[config.mk]
export PLATFORM = sky130hd
export DESIGN_NAME = midi_voice_alloc
export DESIGN_NICKNAME = d
export VERILOG_FILES = /design/src/rtl/midi_voice_alloc.sv
export SDC_FILE = /design/constraint.sdc
export NUM_CORES = 1
export LEC_CHECK = 0
export ABC_CLOCK_PERIOD_IN_PS = 2300
export CAP_MARGIN = 20
export CORE_MARGIN = 1.5
export CORE_UTILIZATION = 54
export CTS_BUF_LIST = sky130_fd_sc_hd__clkbuf_2
export CTS_CLUSTER_DIAMETER = 60
export DETAILED_ROUTE_END_ITERATION = 10
export PLACE_DENSITY = 0.78
export SLEW_MARGIN = 20
export SYNTH_ARGS = -nofsm -noshare
export SYNTH_HDL_FRONTEND = slang
export SYNTH_SLANG_ARGS = --single-unit
[constraint.sdc]
create_clock -name sysclk -period 2.3 [get_ports sysclk]
set_input_delay 0.345 -clock sysclk [delete_from_list [all_inputs] [get_ports sysclk]]
set_output_delay 0.345 -clock sysclk [all_outputs]
set_load 0.02 [all_outputs]
[src/rtl/midi_voice_alloc.sv]
// midi_voice_alloc: polyphonic MIDI voice allocator whose outputs are held NOTE_HOLD cycles for a slower-domain sampler.
// Define SUSTAIN_EN to add sustain-pedal handling (per-voice sus bits, release on pedal falling edge).
module midi_voice_alloc #(
   parameter int VOICES    = 8,
   parameter int V_WIDTH   = 3,
   parameter int NOTE_HOLD = 64
) (
   input  logic               sysclk,
   input  logic               reset,
   input  logic               ev_valid,
   output logic               ev_ready,
   input  logic               ev_is_on,
   input  logic [6:0]         ev_key,
   input  logic [6:0]         ev_vel,
   input  logic               sustain,
   output logic               note_on,
   output logic [V_WIDTH-1:0] cur_key_adr,
   output logic [7:0]         cur_key_val,
   output logic [7:0]         cur_vel_on,
   output logic [VOICES-1:0]  keys_on
);
   typedef enum logic [1:0] {IDLE, SCAN, APPLY, HOLD} state_t;
   localparam int HW = $clog2(NOTE_HOLD);

   state_t             state;
   logic [6:0]         voice_key [VOICES];
   logic [V_WIDTH-1:0] steal_ptr;
   logic [V_WIDTH-1:0] scan_idx;
   logic [V_WIDTH-1:0] m_idx;
   logic [V_WIDTH-1:0] f_idx;
   logic               m_found;
   logic               f_found;
   logic               cap_on;
   logic [6:0]         cap_key;
   logic [6:0]         cap_vel;
   logic [HW-1:0]      cnt;
   logic               rdy_q;
   logic               hold_sus;
   logic               steal;
   logic [V_WIDTH-1:0] target;

   assign steal  = !m_found && !f_found;
   assign target = m_found ? m_idx : f_found ? f_idx : steal_ptr;

`ifdef SUSTAIN_EN
   logic [VOICES-1:0] sus;
   logic              sus_q;
   logic              pend;
   assign hold_sus = sustain;
   assign ev_ready = rdy_q & ~pend;
`else
   // Pedal input is accepted but has no effect in this build.
   assign hold_sus = sustain & 1'b0;
   assign ev_ready = rdy_q;
`endif

   always_ff @(posedge sysclk) begin
      if (reset) begin
         state       <= IDLE;
         rdy_q       <= 1'b0;
         note_on     <= 1'b0;
         cur_key_adr <= '0;
         cur_key_val <= '0;
         cur_vel_on  <= '0;
         keys_on     <= '0;
         steal_ptr   <= '0;
         scan_idx    <= '0;
         m_idx       <= '0;
         f_idx       <= '0;
         m_found     <= 1'b0;
         f_found     <= 1'b0;
         cap_on      <= 1'b0;
         cap_key     <= '0;
         cap_vel     <= '0;
         cnt         <= '0;
         for (int v = 0; v < VOICES; v++) voice_key[v] <= '0;
`ifdef SUSTAIN_EN
         sus         <= '0;
         sus_q       <= 1'b0;
         pend        <= 1'b0;
`endif
      end else begin
`ifdef SUSTAIN_EN
         sus_q <= sustain;
         // A pedal release arriving while busy stays pending until the next IDLE cycle.
         pend  <= (sus_q & ~sustain) | (pend & (state != IDLE));
`endif
         case (state)
            IDLE: begin
`ifdef SUSTAIN_EN
               if (pend) begin
                  keys_on <= keys_on & ~sus;
                  sus     <= '0;
                  rdy_q   <= 1'b0;
                  cnt     <= '0;
                  state   <= HOLD;
               end else
`endif
               begin
                  rdy_q <= 1'b1;
                  if (ev_valid && ev_ready) begin
                     cap_on   <= ev_is_on && (|ev_vel);
                     cap_key  <= ev_key;
                     cap_vel  <= ev_vel;
                     scan_idx <= '0;
                     m_found  <= 1'b0;
                     f_found  <= 1'b0;
                     rdy_q    <= 1'b0;
                     state    <= SCAN;
                  end
               end
            end
            SCAN: begin
               if (!m_found && keys_on[scan_idx] && voice_key[scan_idx] == cap_key) begin
                  m_found <= 1'b1;
                  m_idx   <= scan_idx;
               end
               if (!f_found && !keys_on[scan_idx]) begin
                  f_found <= 1'b1;
                  f_idx   <= scan_idx;
               end
               scan_idx <= scan_idx + 1'b1;
               if (scan_idx == V_WIDTH'(VOICES - 1)) state <= APPLY;
            end
            APPLY: begin
               cnt <= '0;
               if (cap_on) begin
                  voice_key[target] <= cap_key;
                  keys_on[target]   <= 1'b1;
                  cur_key_adr       <= target;
                  cur_key_val       <= {1'b0, cap_key};
                  cur_vel_on        <= {1'b0, cap_vel};
                  note_on           <= 1'b1;
                  state             <= HOLD;
                  if (steal) steal_ptr <= steal_ptr + 1'b1;
`ifdef SUSTAIN_EN
                  sus[target]       <= 1'b0;
`endif
               end else if (m_found && !hold_sus) begin
                  keys_on[m_idx] <= 1'b0;
                  cur_key_adr    <= m_idx;
                  cur_key_val    <= {1'b0, cap_key};
                  state          <= HOLD;
               end else begin
`ifdef SUSTAIN_EN
                  if (m_found) sus[m_idx] <= 1'b1;
`endif
                  state <= IDLE;
               end
            end
            HOLD: begin
               if (cnt == HW'(NOTE_HOLD - 1)) begin
                  note_on <= 1'b0;
                  rdy_q   <= 1'b1;
                  state   <= IDLE;
               end else begin
                  cnt <= cnt + 1'b1;
               end
            end
            default: state <= IDLE;
         endcase
      end
   end
endmodule

==> impl_metrics.json <==
{
  "ys_warn_count": 0,
  "grtUsageTotal_pct": 24.75,
  "die_area_sq_um": 10910,
  "hold_buffers": 0,
  "cts_tree": "done",
  "numPlacedInstances": 712,
  "power_density_nw_per_um2": 625.2,
  "ys_types": 46,
  "postPlaceCellArea_sq_um": 6233,
  "antennaDiodeCount": 0,
  "nets": 625,
  "first_global_vias": 4160,
  "relSlewSlack_pct": 55.74,
  "worst-endpoint-arrival_ns": 2.90,
  "worst_pin_slew_ns": 0.6570,
  "yosysTopAreaCell": "edfxtp_1",
  "drv_slew": 0,
  "area_growth_pct": 17.90,
  "grt_first_pass_wirelength_microns": 20730,
  "ioPinCount": 48,
  "seqPwrFrac_pct": 58.0,
  "rows": 36,
  "p_leak_nw": 2.370,
  "first_pass_iters": 5,
  "clockRootBuffer": "clkbuf_2",
  "netlist.area_leader.share_pct": 30.26,
  "die_y_microns": 104.5,
  "violations": "negative setup slack",
  "hold_class": "input pin to flop",
  "fin_area_sq_um": 6553,
  "clkPwrFrac_pct": 35.1,
  "p_sw_share_pct": 25.07,
  "clock_sinks": 123,
  "status": "finished, violations left",
  "routed_wl_microns": 13070,
  "synth_edf_count": 56,
  "ant_nets": 0,
  "fmax_ghz": 0.4334,
  "synth.area.top_cells": "edfxtp_1 (30%), dfxtp_1 (24%), and2_1 (6.5%), nand2_1 (4.7%), a21oi_1 (4.3%)",
  "intPower_mw": 3.070,
  "worstPathRequired_ns": 2.89,
  "clkTransAtPathRegs_ns": 0.18,
  "ir_drop_uv": 372.9,
  "via_per_inst": 5.737,
  "core_sq_um": 9864,
  "fin_crit_sh_pct": 100.3,
  "antenna_found_initial": 0,
  "drt_iter0_drc": 557,
  "post-dp-hpwl_microns": 8945,
  "fin_total_pwr_mw": 4.097,
  "start_kind": "flop",
  "switchingPower_mw": 1.027,
  "die_w_microns": 104.5,
  "cap_violations": 0,
  "end_kind": "flop",
  "post_drt_wl_per_cell_microns": 17.47,
  "async_flop_share_pct": 0,
  "port-buffer-count": 44,
  "grt_max_degree": 39,
  "via_count": 4291,
  "finalCriticalPeriod_ns": 2.307,
  "critical_path.max_fanout": 5,
  "worst_skew_pair.late_latency_ns": 0.66,
  "postSynthAreaPerCell_sq_um": 10.25,
  "synth_area_sq_um": 5558,
  "ys_seq_elements": 123,
  "finalHoldViolations": 0,
  "synth_ff_type": "dfxtp_1",
  "syn_inst": 542,
  "overflow": 0,
  "crit_type": "flop to flop",
  "start_util_pct": 56.34,
  "instances_no_fill": 748,
  "yosysSeqAreaShare_pct": 54.39,
  "combPwrFrac_pct": 6.9,
  "cts_buffers": 17,
  "cts_buffer_depth": 2,
  "finalWorstSetupSlack_ns": -0.007278,
  "drcViolationCount": 0,
  "rsz0062_at_grt": "yes",
  "finalWeightedCongestion": 0.9196,
  "drive_gt1_share_pct": 17.56,
  "setup_viol": 3,
  "fin_worst_skew_ns": 0.02232,
  "htree_num_levels": 4
}
==> through the flow <==
stage / hold slack (ns) / worst slack [ns] / utilization, % / TNS [ns]
6_report: 0.2160 / -0.007278 / 66.43 / -0.009411
4_1_cts: 0.1550 / 0.03893 / 66.07 / 0
5_1_grt: 0.1662 / -0.1139 / 66.43 / -0.3439
3_3_place_gp: 0.4429 / -0.01449 / 63.19 / -0.03209
2_1_floorplan: 0.4366 / 0.04969 / - / 0
3_5_place_dp: 0.4465 / -0.1029 / 63.19 / -0.3659
==> cells in the final DEF (no fill, tap or decap), drive strengths merged, types with 3 or more instances in the layout <==
cell            n
a211oi          3
a21oi          48
a222oi          3
a22o            4
and2           58
buf            36
bufinv          3
clkbuf         17
clkdlybuf4s50  43
clkinv          8
dfxtp          67
edfxtp         56
ha              4
inv             3
mux2           15
mux2i          17
mux4            8
nand2          70
nand2b         12
nand3          19
nor2           37
nor2b           9
nor3            9
nor4            3
o21ai          18
o22ai           4
o31ai           4
or2             9
or3             4
xor2            4
==> power groups by stage <==
stage	Combinational, mW	Clock, mW	Sequential (mW)
after floorplan	0.184	0	2.40
after global placement	0.263	0	2.42
after detailed placement	0.269	0	2.42
after CTS	0.273	1.46	2.37
after global routing	0.308	1.56	2.38
final	0.284	1.44	2.38
==> critical path, cell delays in order (launching register included) <==
cell and delay, ns:
dfxtp_4 0.44, buf_6 0.12, mux4_2 0.50, mux2i_1 0.19, xor2_1 0.19, nand3_1 0.14
nor4_4 0.32, buf_6 0.17, mux2i_1 0.17
==> worst paths after layout <==
| path | startpoint | cells past startpoint | end | slack [ns] |
|---|---|---|---|---|
| hold / removal | reset | 3 | cnt[0] | 0.22 |
| setup reg to reg | flop | 8 | m_idx[1] | -0.007 |
| hold reg to reg | cap_vel[1] | 2 | cap_vel[1] | 0.47 |
| setup / recovery | flop | 8 | m_idx[1] | -0.007 |
==> flip-flops by register name (all words and copies together), names as in the netlist, 6 cells and up, named ones only <==
register and cells:
cnt 6, voice_key 56, cap_vel 7, cap_key 7, keys_on 8, cur_key_val 7, cur_vel_on 7
==> logic make-up after synthesis <==
logic type | count (synthesis) | synth area share, %
AO/OA/AOI/OAI | 93 | 9.883
multiplexers | 40 | 9.342
other | 1 | 0.06747
adder cells (fa/ha/maj) | 4 | 0.9005
buffers and inverters | 40 | 3.084
AND/OR/NAND/NOR | 236 | 21.54
flip-flops | 123 | 54.39
XOR/XNOR | 5 | 0.7879
==> synthesized netlist by cell type, types with 4 or more instances <==
master / n
nor3_1: 9
o21ai_0: 18
xor2_1: 4
clkbuf_1: 31
mux2i_1: 17
o31ai_1: 4
mux4_2: 8
nand3_1: 19
nand2b_1: 12
or3_1: 4
a21oi_1: 48
o22ai_1: 4
and2_1: 58
mux2_2: 15
nor2b_1: 9
a22o_1: 4
dfxtp_1: 67
nand2_1: 70
or2_2: 9
nor2_1: 37
edfxtp_1: 56
ha_1: 4
==> area by class of cell <==
type                            count  area (sq um)
Fill cell                         749          3312
Sequential cell                   123          3033
Multi-Input combinational cell    380          2377
Timing Repair Buffer               79         713.2
Clock inverter                     15         173.9
Tap cell                          133         166.4
Clock buffer                       17         85.08
Inverter                            1         3.754
==> timing repair <==
action	CTS	global route
pin swaps	1	3
gates resized for setup	8	4
endpoints found under the hold margin	0	0
setup endpoints to repair	18	28
setup buffers	1	3
==> per-layer routing <==
metal  track usage, %  vias up  share of wire, %
li1                 -     2014                 -
met1            31.91     2036                41
met2            39.38      211                48
met3            6.140       30               8.4
met4            11.21        0               2.0
met5                0        -                 0
No activity file was read; power rests on OpenSTA's default activity.
